File: config.mk
export PLATFORM = sky130hd
export DESIGN_NAME = sccb_rw_master
export DESIGN_NICKNAME = d
export VERILOG_FILES = /design/src/rtl/sccb_rw_master.sv
export SDC_FILE = /design/constraint.sdc
export NUM_CORES = 1
export LEC_CHECK = 0
export ABC_AREA = 1
export BUFFER_PORTS_ARGS = -buffer_cell sky130_fd_sc_hd__buf_2
export CORE_ASPECT_RATIO = 1.5
export CORE_MARGIN = 2
export CORE_UTILIZATION = 30
export DETAILED_ROUTE_END_ITERATION = 8
export PLACE_DENSITY = 0.56
export SLEW_MARGIN = 20
export SYNTH_ARGS = -nofsm -noshare
export SYNTH_HDL_FRONTEND = slang
export SYNTH_SLANG_ARGS = --single-unit
File: constraint.sdc
create_clock -name ACLK -period 2.15 [get_ports ACLK]
set_input_delay 0.43 -clock ACLK [delete_from_list [all_inputs] [get_ports ACLK]]
set_output_delay 0.43 -clock ACLK [all_outputs]
set_load 0.02 [all_outputs]
File: src/rtl/sccb_rw_master.sv
// SCCB register read/write master: accepts one 17-bit command at a time, bit-bangs
// the SIOC/SIOD transaction to the sensor and returns an 18-bit response with a pulse.
module sccb_rw_master #(
    parameter int unsigned CLK_DIV = 125,
    parameter logic [7:0]  DEV_ID  = 8'h42
) (
    input  logic        ACLK,
    input  logic        rst_n,
    input  logic [16:0] rw_cmd,
    input  logic        rw_cmd_valid,
    output logic [17:0] rw_resp,
    output logic        rw_resp_valid,
    output logic        busy,
    output logic        sioc,
    output logic        siod_oe,
    input  logic        siod_i
);

    localparam int unsigned      DIV_W    = (CLK_DIV > 1) ? $clog2(CLK_DIV) : 1;
    localparam logic [DIV_W-1:0] DIV_LAST = DIV_W'(CLK_DIV - 1);

    typedef enum logic [1:0] {IDLE, START, BIT, STOP} state_t;

    state_t           state, state_nxt;
    logic [DIV_W-1:0] div, div_nxt;
    logic [1:0]       q, q_nxt;
    logic [3:0]       bitc, bitc_nxt;
    logic [1:0]       bytec, bytec_nxt;
    logic             phase, phase_nxt;
    logic [16:0]      cmd, cmd_nxt;
    logic [7:0]       rdata, rdata_nxt;
    logic             nack, nack_nxt;
    logic [17:0]      resp_nxt;
    logic             resp_valid_nxt, busy_nxt, sioc_nxt, siod_oe_nxt;

    logic       is_write, rx_byte, last_byte, q_end, sample;
    logic [7:0] tx_byte;

    assign is_write  = cmd[16];
    assign q_end     = (div == DIV_LAST);
    assign sample    = (state == BIT) && (q == 2'd2) && q_end;
    // Only the second byte of a read's second phase is driven by the sensor.
    assign rx_byte   = phase && (bytec == 2'd1);
    assign last_byte = is_write ? (bytec == 2'd2) : (bytec == 2'd1);

    always_comb begin
        case (bytec)
            2'd0:    tx_byte = phase ? (DEV_ID | 8'h01) : DEV_ID;
            2'd1:    tx_byte = cmd[15:8];
            default: tx_byte = cmd[7:0];
        endcase
    end

    always_comb begin
        state_nxt      = state;
        div_nxt        = div;
        q_nxt          = q;
        bitc_nxt       = bitc;
        bytec_nxt      = bytec;
        phase_nxt      = phase;
        cmd_nxt        = cmd;
        rdata_nxt      = rdata;
        nack_nxt       = nack;
        resp_nxt       = rw_resp;
        resp_valid_nxt = 1'b0;
        busy_nxt       = busy;

        if (state != IDLE)
            div_nxt = q_end ? '0 : div + 1'b1;

        if (sample) begin
            if (bitc == 4'd8) begin
                if (!rx_byte)
                    nack_nxt = nack | siod_i;
            end else if (rx_byte) begin
                rdata_nxt = {rdata[6:0], siod_i};
            end
        end

        case (state)
            IDLE: begin
                if (rw_cmd_valid) begin
                    state_nxt = START;
                    cmd_nxt   = rw_cmd;
                    busy_nxt  = 1'b1;
                    div_nxt   = '0;
                    q_nxt     = 2'd0;
                    bitc_nxt  = 4'd0;
                    bytec_nxt = 2'd0;
                    phase_nxt = 1'b0;
                    nack_nxt  = 1'b0;
                    rdata_nxt = 8'd0;
                end
            end
            START: begin
                if (q_end) begin
                    if (q == 2'd1) begin
                        state_nxt = BIT;
                        q_nxt     = 2'd0;
                        bitc_nxt  = 4'd0;
                    end else begin
                        q_nxt = q + 2'd1;
                    end
                end
            end
            BIT: begin
                if (q_end) begin
                    q_nxt = q + 2'd1;
                    if (q == 2'd3) begin
                        if (bitc != 4'd8) begin
                            bitc_nxt = bitc + 4'd1;
                        end else begin
                            bitc_nxt = 4'd0;
                            if (last_byte) begin
                                state_nxt = STOP;
                                bytec_nxt = 2'd0;
                            end else begin
                                bytec_nxt = bytec + 2'd1;
                            end
                        end
                    end
                end
            end
            STOP: begin
                if (q_end) begin
                    q_nxt = q + 2'd1;
                    if (q == 2'd3) begin
                        if (!is_write && !phase) begin
                            phase_nxt = 1'b1;
                            state_nxt = START;
                        end else begin
                            state_nxt      = IDLE;
                            busy_nxt       = 1'b0;
                            resp_valid_nxt = 1'b1;
                            resp_nxt       = {nack, cmd[16:8], is_write ? cmd[7:0] : rdata};
                        end
                    end
                end
            end
        endcase

        // Pad outputs are registered from the current state, so they trail it by one cycle.
        sioc_nxt    = 1'b1;
        siod_oe_nxt = 1'b0;
        case (state)
            IDLE: begin
                sioc_nxt    = 1'b1;
                siod_oe_nxt = 1'b0;
            end
            START: begin
                sioc_nxt    = 1'b1;
                siod_oe_nxt = (q == 2'd1);
            end
            BIT: begin
                sioc_nxt = (q == 2'd1) || (q == 2'd2);
                // Hold SIOD through the first q0 cycle so it never moves on the SIOC falling edge.
                if (q == 2'd0 && div == '0)
                    siod_oe_nxt = siod_oe;
                else
                    siod_oe_nxt = (bitc != 4'd8) && !rx_byte && !tx_byte[~bitc[2:0]];
            end
            STOP: begin
                sioc_nxt    = (q != 2'd0);
                siod_oe_nxt = (q == 2'd0) || (q == 2'd1);
            end
        endcase
    end

    always_ff @(posedge ACLK or negedge rst_n) begin
        if (!rst_n) begin
            state         <= IDLE;
            div           <= '0;
            q             <= 2'd0;
            bitc          <= 4'd0;
            bytec         <= 2'd0;
            phase         <= 1'b0;
            cmd           <= 17'd0;
            rdata         <= 8'd0;
            nack          <= 1'b0;
            rw_resp       <= 18'd0;
            rw_resp_valid <= 1'b0;
            busy          <= 1'b0;
            sioc          <= 1'b1;
            siod_oe       <= 1'b0;
        end else begin
            state         <= state_nxt;
            div           <= div_nxt;
            q             <= q_nxt;
            bitc          <= bitc_nxt;
            bytec         <= bytec_nxt;
            phase         <= phase_nxt;
            cmd           <= cmd_nxt;
            rdata         <= rdata_nxt;
            nack          <= nack_nxt;
            rw_resp       <= resp_nxt;
            rw_resp_valid <= resp_valid_nxt;
            busy          <= busy_nxt;
            sioc          <= sioc_nxt;
            siod_oe       <= siod_oe_nxt;
        end
    end

endmodule

Yosys cells after proc, flatten, opt, wreduce, memory -nomap -nowiden
Index checks and enable logic that the tools add are counted.
{"block": "word_totals", "ff_bits": 66, "inputBits": 21, "output_inout_bits": 22, "wordCells": 143}
{"block": "op_classes", "addsub": 4, "magnitude_cmp": 1, "n_eq_ne": 24, "n_mux": 65, "bitwise": 3, "n_reduce_logical": 32}
{"op": "2-to-1 mux 8 bit", "count": 6}
{"op": "2-to-1 mux 2 bit", "count": 17}
{"op": "2-to-1 mux 7 bit", "count": 4}
{"op": "2-to-1 mux 4 bit", "count": 6}
{"op": "2-to-1 mux 1 bit", "count": 22}
{"op": "inequality test 2 bit, second input constant", "count": 11}
{"op": "case mux 8 bit (2 select lines)", "count": 1}
{"op": "AND reduction 5 bit", "count": 3}
{"op": "case mux 4 bit (3 select lines)", "count": 1}
{"op": "equality test 2 bit, second input constant", "count": 5}
{"op": "AND reduction 9 bit", "count": 1}
{"op": "case mux 2 bit (4 select lines)", "count": 1}
{"op": "nonzero test 2 bit", "count": 4}
{"op": "adder 7 x 1 -> 7 bit, second input constant", "count": 1}
{"op": "equality test 7 bit, second input constant", "count": 1}
{"op": "logical AND 1 bit", "count": 7}
{"op": "zero test 7 bit", "count": 1}
{"op": "equality test 2 x 1 -> 1 bit, second input constant", "count": 3}
{"op": "zero test 2 bit", "count": 3}
{"op": "case mux 2 bit (3 select lines)", "count": 1}
{"op": "AND reduction 6 bit", "count": 1}
{"op": "adder 2 x 1 -> 2 bit, second input constant", "count": 2}
{"op": "adder 4 x 1 -> 4 bit, second input constant", "count": 1}
{"op": "equality test 4 bit, second input constant", "count": 1}
{"op": "18 further kinds", "count": 25}

Logic depth before layout (Yosys ltp)
{"block": "depth", "ltp_word": 8, "ltp_mapped": 14, "depth_no_buf": 14}

Least setup slack after synthesis
No wires, ideal clock.
{"block": "synth_timing", "path_type": "reg-to-reg", "startpoint": "reg state[0]", "endpoint": "reg state[1]", "setup_ns": 0.117, "arrival_time_ns": 1.547, "required_time_ns": 2.033, "setup_slack_ns": 0.486, "stages_incl_launch_ff": 12, "path_buffers": 2, "period_less_slack_ns": 1.664, "cell_sequence": "dfrtp_1 -> inv_1 -> ha_1 -> buf_2 -> inv_2 -> or2_1 -> buf_2 -> nand4_1 -> nor2_1 -> nand3_1 -> nand2_1 -> nand2_1"}
{"block": "synth_between", "elab_chain_len": 3, "elab_cells_between_ends": 15, "classes_between": "eq/ne: 12; mux: 1; reduce/logical: 2"}
{"item": "start, declared", "line": "24", "rtl": "state_t state, state_nxt;"}
{"item": "start signal, assigned", "line": "186", "rtl": "state <= state_nxt;"}
{"item": "equality test 2 x 1 -> 1 bit, or another cell as far along", "line": "80", "rtl": "case (state)"}
{"item": "inequality test 2 bit (no source line) or inequality test 2 x 1 -> 1 bit (tied branches)"}
{"item": "AND reduction 9 bit (no source line)"}
Parallel ways exist; a longest one is shown, timed or not.
A chain may end at the register's enable or synchronous reset.

Worst setup path in the final report
{"block": "layout_timing", "startpoint": "reg div[0]", "endpoint": "reg state[1]"}
{"block": "layout_between", "elab_chain_len": 3, "elab_cells_between_ends": 5, "classes_between": "eq/ne: 4; reduce/logical: 1"}
{"item": "start, declared", "line": "25", "rtl": "logic [DIV_W-1:0] div, div_nxt;"}
{"item": "start signal, assigned", "line": "187", "rtl": "div <= div_nxt;"}
{"item": "equality test 7 bit (*)", "line": "40", "rtl": "assign q_end = (div == DIV_LAST);"}
{"item": "inequality test 2 bit (no source line)"}
{"item": "AND reduction 9 bit (no source line) (*)"}
Mark *: on every way between the ends. The rest lies on a longest branch, timed or not.

==> flow_summary.html <==
<table>
<tr><th>Metric</th><th>Value</th></tr>
<tr><th colspan="2">Detailed routing</th></tr>
<tr><td>First DRT Iteration DRCs</td><td>106</td></tr>
<tr><td>DRC errors left</td><td>0</td></tr>
<tr><td>Via count</td><td>2762</td></tr>
<tr><td>Count of antenna-violating nets left after detailed routing</td><td>0</td></tr>
<tr><td>Post-detailed-route via-to-cell ratio</td><td>4.596</td></tr>
<tr><td>Average wire per cell in the routed design</td><td>12.76 um</td></tr>
<tr><td>Pre-antenna DRT Iters</td><td>4</td></tr>
<tr><td>DRT Wirelength</td><td>7671 um</td></tr>
<tr><th colspan="2">Placement</th></tr>
<tr><td>Routability Congestion</td><td>0.8616</td></tr>
<tr><td>Quantity of I/O buffers inserted on ports</td><td>42</td></tr>
<tr><td>Post-DP HPWL</td><td>5677 um</td></tr>
<tr><td>Post-placement setup slack</td><td>182.2 ps</td></tr>
<tr><th colspan="2">Pwr</th></tr>
<tr><td>Lkg Pwr</td><td>2.086 nW</td></tr>
<tr><td>Maximum vdd drop</td><td>0.4743 mV</td></tr>
<tr><td>Power Dens Cells</td><td>1190 nW/um^2</td></tr>
<tr><td>Final Total Pwr</td><td>4.864 mW</td></tr>
<tr><th colspan="2">Worst setup path</th></tr>
<tr><td>Crit path kind</td><td>flop to flop</td></tr>
<tr><td>Data arrival, critical path</td><td>2090 ps</td></tr>
<tr><td>Depth of the worst register-to-register path</td><td>9</td></tr>
<tr><td>Worst-path fanout max</td><td>4</td></tr>
<tr><td>Category of the worst setup path capture point</td><td>flop</td></tr>
<tr><td>Startpoint class of the critical path</td><td>flop</td></tr>
<tr><td>CP required</td><td>2370 ps</td></tr>
<tr><th colspan="2">Floorplan</th></tr>
<tr><td>Starting density of the core</td><td>0.3097</td></tr>
<tr><td># IOs</td><td>43</td></tr>
<tr><td>Area of the placeable core</td><td>11110 um^2</td></tr>
<tr><td>Die height</td><td>135.2 um</td></tr>
<tr><td>DIE AREA</td><td>12360 um^2</td></tr>
<tr><td>Die Wd</td><td>91.46 um</td></tr>
<tr><td>Row count</td><td>47</td></tr>
<tr><th colspan="2">Synth</th></tr>
<tr><td>Proportion of synthesized flip-flops having asynchronous set or reset</td><td>1.000</td></tr>
<tr><td>Gate count of the mapped netlist</td><td>404</td></tr>
<tr><td>Flip-flop cell with the highest count after synthesis</td><td>sky130_fd_sc_hd__dfrtp_1</td></tr>
<tr><td>Most frequently used cell type in the post-synthesis netlist</td><td>sky130_fd_sc_hd__nand2_1</td></tr>
<tr><td>Cell Area, Synth</td><td>3442 um^2</td></tr>
<tr><td>Largest area contributor in the netlist</td><td>sky130_fd_sc_hd__dfrtp_1</td></tr>
<tr><td>Synth cell types</td><td>37</td></tr>
<tr><td>Post-Syn Nets</td><td>441</td></tr>
<tr><td>Synthesis Warnings</td><td>0</td></tr>
<tr><td>Portion of synthesized cell area occupied by the leading cell type</td><td>0.4726</td></tr>
<tr><td>Top cells by area, synth</td><td>sky130_fd_sc_hd__dfrtp_1, sky130_fd_sc_hd__nand2_1, sky130_fd_sc_hd__ha_1</td></tr>
<tr><td>Avg Inst Size Synth</td><td>8.520 um^2</td></tr>
<tr><td>Part of the Yosys area used for sequential elements</td><td>0.4802</td></tr>
<tr><td>Number of flops mapped to enable cells by yosys</td><td>0</td></tr>
<tr><td>Synth cell count leaders</td><td>sky130_fd_sc_hd__nand2_1, sky130_fd_sc_hd__dfrtp_1, sky130_fd_sc_hd__inv_1</td></tr>
<tr><td>Total of flip-flops plus latches after synthesis</td><td>66</td></tr>
<tr><th colspan="2">Clocking</th></tr>
<tr><td>Post-cts repair resize count</td><td>0</td></tr>
<tr><td>Clock transition at the registers of the reported paths</td><td>50 ps</td></tr>
<tr><td>Clock tree from TritonCTS</td><td>built</td></tr>
<tr><td>Cell at the root of the clock tree</td><td>sky130_fd_sc_hd__clkbuf_16</td></tr>
<tr><td>Number of buffers inserted during clock tree synthesis</td><td>9</td></tr>
<tr><td>Number of clock sinks</td><td>66</td></tr>
<tr><td>Hold-fix buffers at CTS</td><td>0</td></tr>
<tr><td>Clk Latency, worst-skew pair</td><td>330 ps</td></tr>
<tr><td>CTS H-tree depth</td><td>3</td></tr>
<tr><td>Clock buffer depth</td><td>2</td></tr>
<tr><td>Setup Fix Bufs, Post-CTS</td><td>0</td></tr>
<tr><th colspan="2">Timing</th></tr>
<tr><td>Clock period minus worst slack</td><td>1869 ps</td></tr>
<tr><td>Fmax</td><td>535.1 MHz</td></tr>
<tr><td>Largest clock skew in the final design</td><td>7.514 ps</td></tr>
<tr><td>Unrepaired setup endpoints after global routing</td><td>no</td></tr>
<tr><td>Worst rel slew slack</td><td>0.6928</td></tr>
<tr><td>Setup total negative slack</td><td>0 ps</td></tr>
<tr><td>Pin slew with the least headroom to its limit</td><td>460.8 ps</td></tr>
<tr><td>Worst setup slack after layout</td><td>281.2 ps</td></tr>
<tr><td>Final setup fails</td><td>0</td></tr>
<tr><td>Crit share post-route</td><td>0.8692</td></tr>
<tr><td>Max-slew violation count</td><td>0</td></tr>
<tr><td>Hold Vio Cnt, Final</td><td>0</td></tr>
<tr><th colspan="2">Global routing</th></tr>
<tr><td>Pin count of the biggest net entering global routing</td><td>67</td></tr>
<tr><td>Sum of overflow across all layers after global routing</td><td>0</td></tr>
<tr><td>Number of antenna violations at the first check in global routing</td><td>0</td></tr>
<tr><td>Global-route wire length before repair</td><td>12810 um</td></tr>
<tr><td>Overall routing resource usage</td><td>0.1319</td></tr>
<tr><td>Vias in the first global route</td><td>2731</td></tr>
<tr><th colspan="2">Outcome</th></tr>
<tr><td>Result of the run</td><td>finished clean</td></tr>
<tr><th colspan="2">Finish</th></tr>
<tr><td>Final antenna diode count</td><td>0</td></tr>
<tr><td>Final net count</td><td>487</td></tr>
<tr><td>Area growth from synthesis to final layout</td><td>18.72%</td></tr>
<tr><td>Layout cells sized above 1</td><td>0.1960</td></tr>
<tr><th colspan="2">Hold path</th></tr>
<tr><td>Path class of the lowest-slack min-delay path</td><td>input port to async pin</td></tr>
<tr><th colspan="2">Flow run</th></tr>
<tr><td>Max-capacitance violation count</td><td>0</td></tr>
</table>
## layer usage
layer	up-vias	part of all wire	track usage
met5	-	0	0
met4	0	0.036	0.07997
met3	23	0.034	0.03061
met2	61	0.52	0.2296
met1	1282	0.41	0.1448
li1	1396	-	-
## placed cells by master, fill, tap and decap left out, types with 2 or more instances in the layout
cell type,synthesis,layout
sky130_fd_sc_hd__clkinv_2,1,3
sky130_fd_sc_hd__xnor2_1,2,2
sky130_fd_sc_hd__inv_1,45,45
sky130_fd_sc_hd__ha_1,16,16
sky130_fd_sc_hd__xor2_1,4,4
sky130_fd_sc_hd__clkbuf_16,0,9
sky130_fd_sc_hd__nor2_1,30,30
sky130_fd_sc_hd__dfrtp_1,65,65
sky130_fd_sc_hd__o21ai_0,29,29
sky130_fd_sc_hd__clkbuf_1,3,3
sky130_fd_sc_hd__mux2_2,12,12
sky130_fd_sc_hd__a21oi_1,24,24
sky130_fd_sc_hd__buf_4,0,3
sky130_fd_sc_hd__o22ai_1,4,4
sky130_fd_sc_hd__nand3_4,2,2
sky130_fd_sc_hd__o211ai_1,2,2
sky130_fd_sc_hd__inv_2,2,2
sky130_fd_sc_hd__nand3_1,14,14
sky130_fd_sc_hd__buf_12,0,2
sky130_fd_sc_hd__nand4_1,6,6
sky130_fd_sc_hd__nand2_1,111,111
sky130_fd_sc_hd__o21ai_2,4,4
sky130_fd_sc_hd__o21ai_1,4,4
sky130_fd_sc_hd__buf_2,7,42
## logic make-up (layout without fill, tap and decap cells)
logic type | count (synthesis) | in the layout | synth area share
xor+xnor | 6 | 6 | 0.01527
compound gates | 71 | 71 | 0.1145
fa+ha+maj | 16 | 16 | 0.05816
buf+inv | 61 | 111 | 0.07524
mux | 12 | 12 | 0.03926
simple gates | 172 | 172 | 0.2174
flops | 66 | 66 | 0.4802
## registers in the layout, indices dropped and copies added (netlist names), 2 cells and up
| name | cells |
|---|---|
| bytec | 2 |
| bitc | 4 |
| rdata | 8 |
| q | 2 |
| cmd | 17 |
| state | 2 |
| rw_resp | 18 |
| div | 7 |
## final timing paths
check	start	to	slack [ps]
setup / recovery	div[0]	state[1]	280
max in group asynchronous	rst_n	cmd[2]	1740
setup reg to reg	div[0]	state[1]	280
hold reg to reg	rw_resp[15]	rw_resp[15]	470
min in group ACLK	rw_cmd[2]	cmd[2]	330
hold / removal	rst_n	div[5]	100
## critical path: stages, from the launching register on
cell                      delay, ps
sky130_fd_sc_hd__dfrtp_1        390
sky130_fd_sc_hd__inv_1           90
sky130_fd_sc_hd__ha_1           230
sky130_fd_sc_hd__inv_1           90
sky130_fd_sc_hd__nor3_2         390
sky130_fd_sc_hd__nor2_1         110
sky130_fd_sc_hd__nor2_1         220
sky130_fd_sc_hd__nand3_1        130
sky130_fd_sc_hd__nand2_1         80
sky130_fd_sc_hd__nand2_1         50
## cell type report
type	count	area [um^2]
flip-flops and latches	66	1653
fillers	1158	7028
inverters	49	190.2
well taps	147	183.9
repair buffers	47	272.8
multi-input cells	277	1533
clock inverters	3	17.52
clock buffers	12	236.5
## stage by stage
step                  util  hold slack [ps]  instances  instance area [um^2]
floorplan                -            134.4        404                  3442
global placement    0.3446            458.5        586                  3830
detailed placement  0.3446            461.6        586                  3830
CTS                 0.3674            133.4        601                  4084
global route        0.3677            146.3        601                  4086
finish              0.3677            97.91        601                  4086
## power breakdown
part / internal [mW] / switching, mW
Clock: 0.769 / 0.498
Combinational: 0.676 / 1.11
Sequential: 1.54 / 0.269
Total: 2.98 / 1.88
Power figures use the tool's default switching activity.
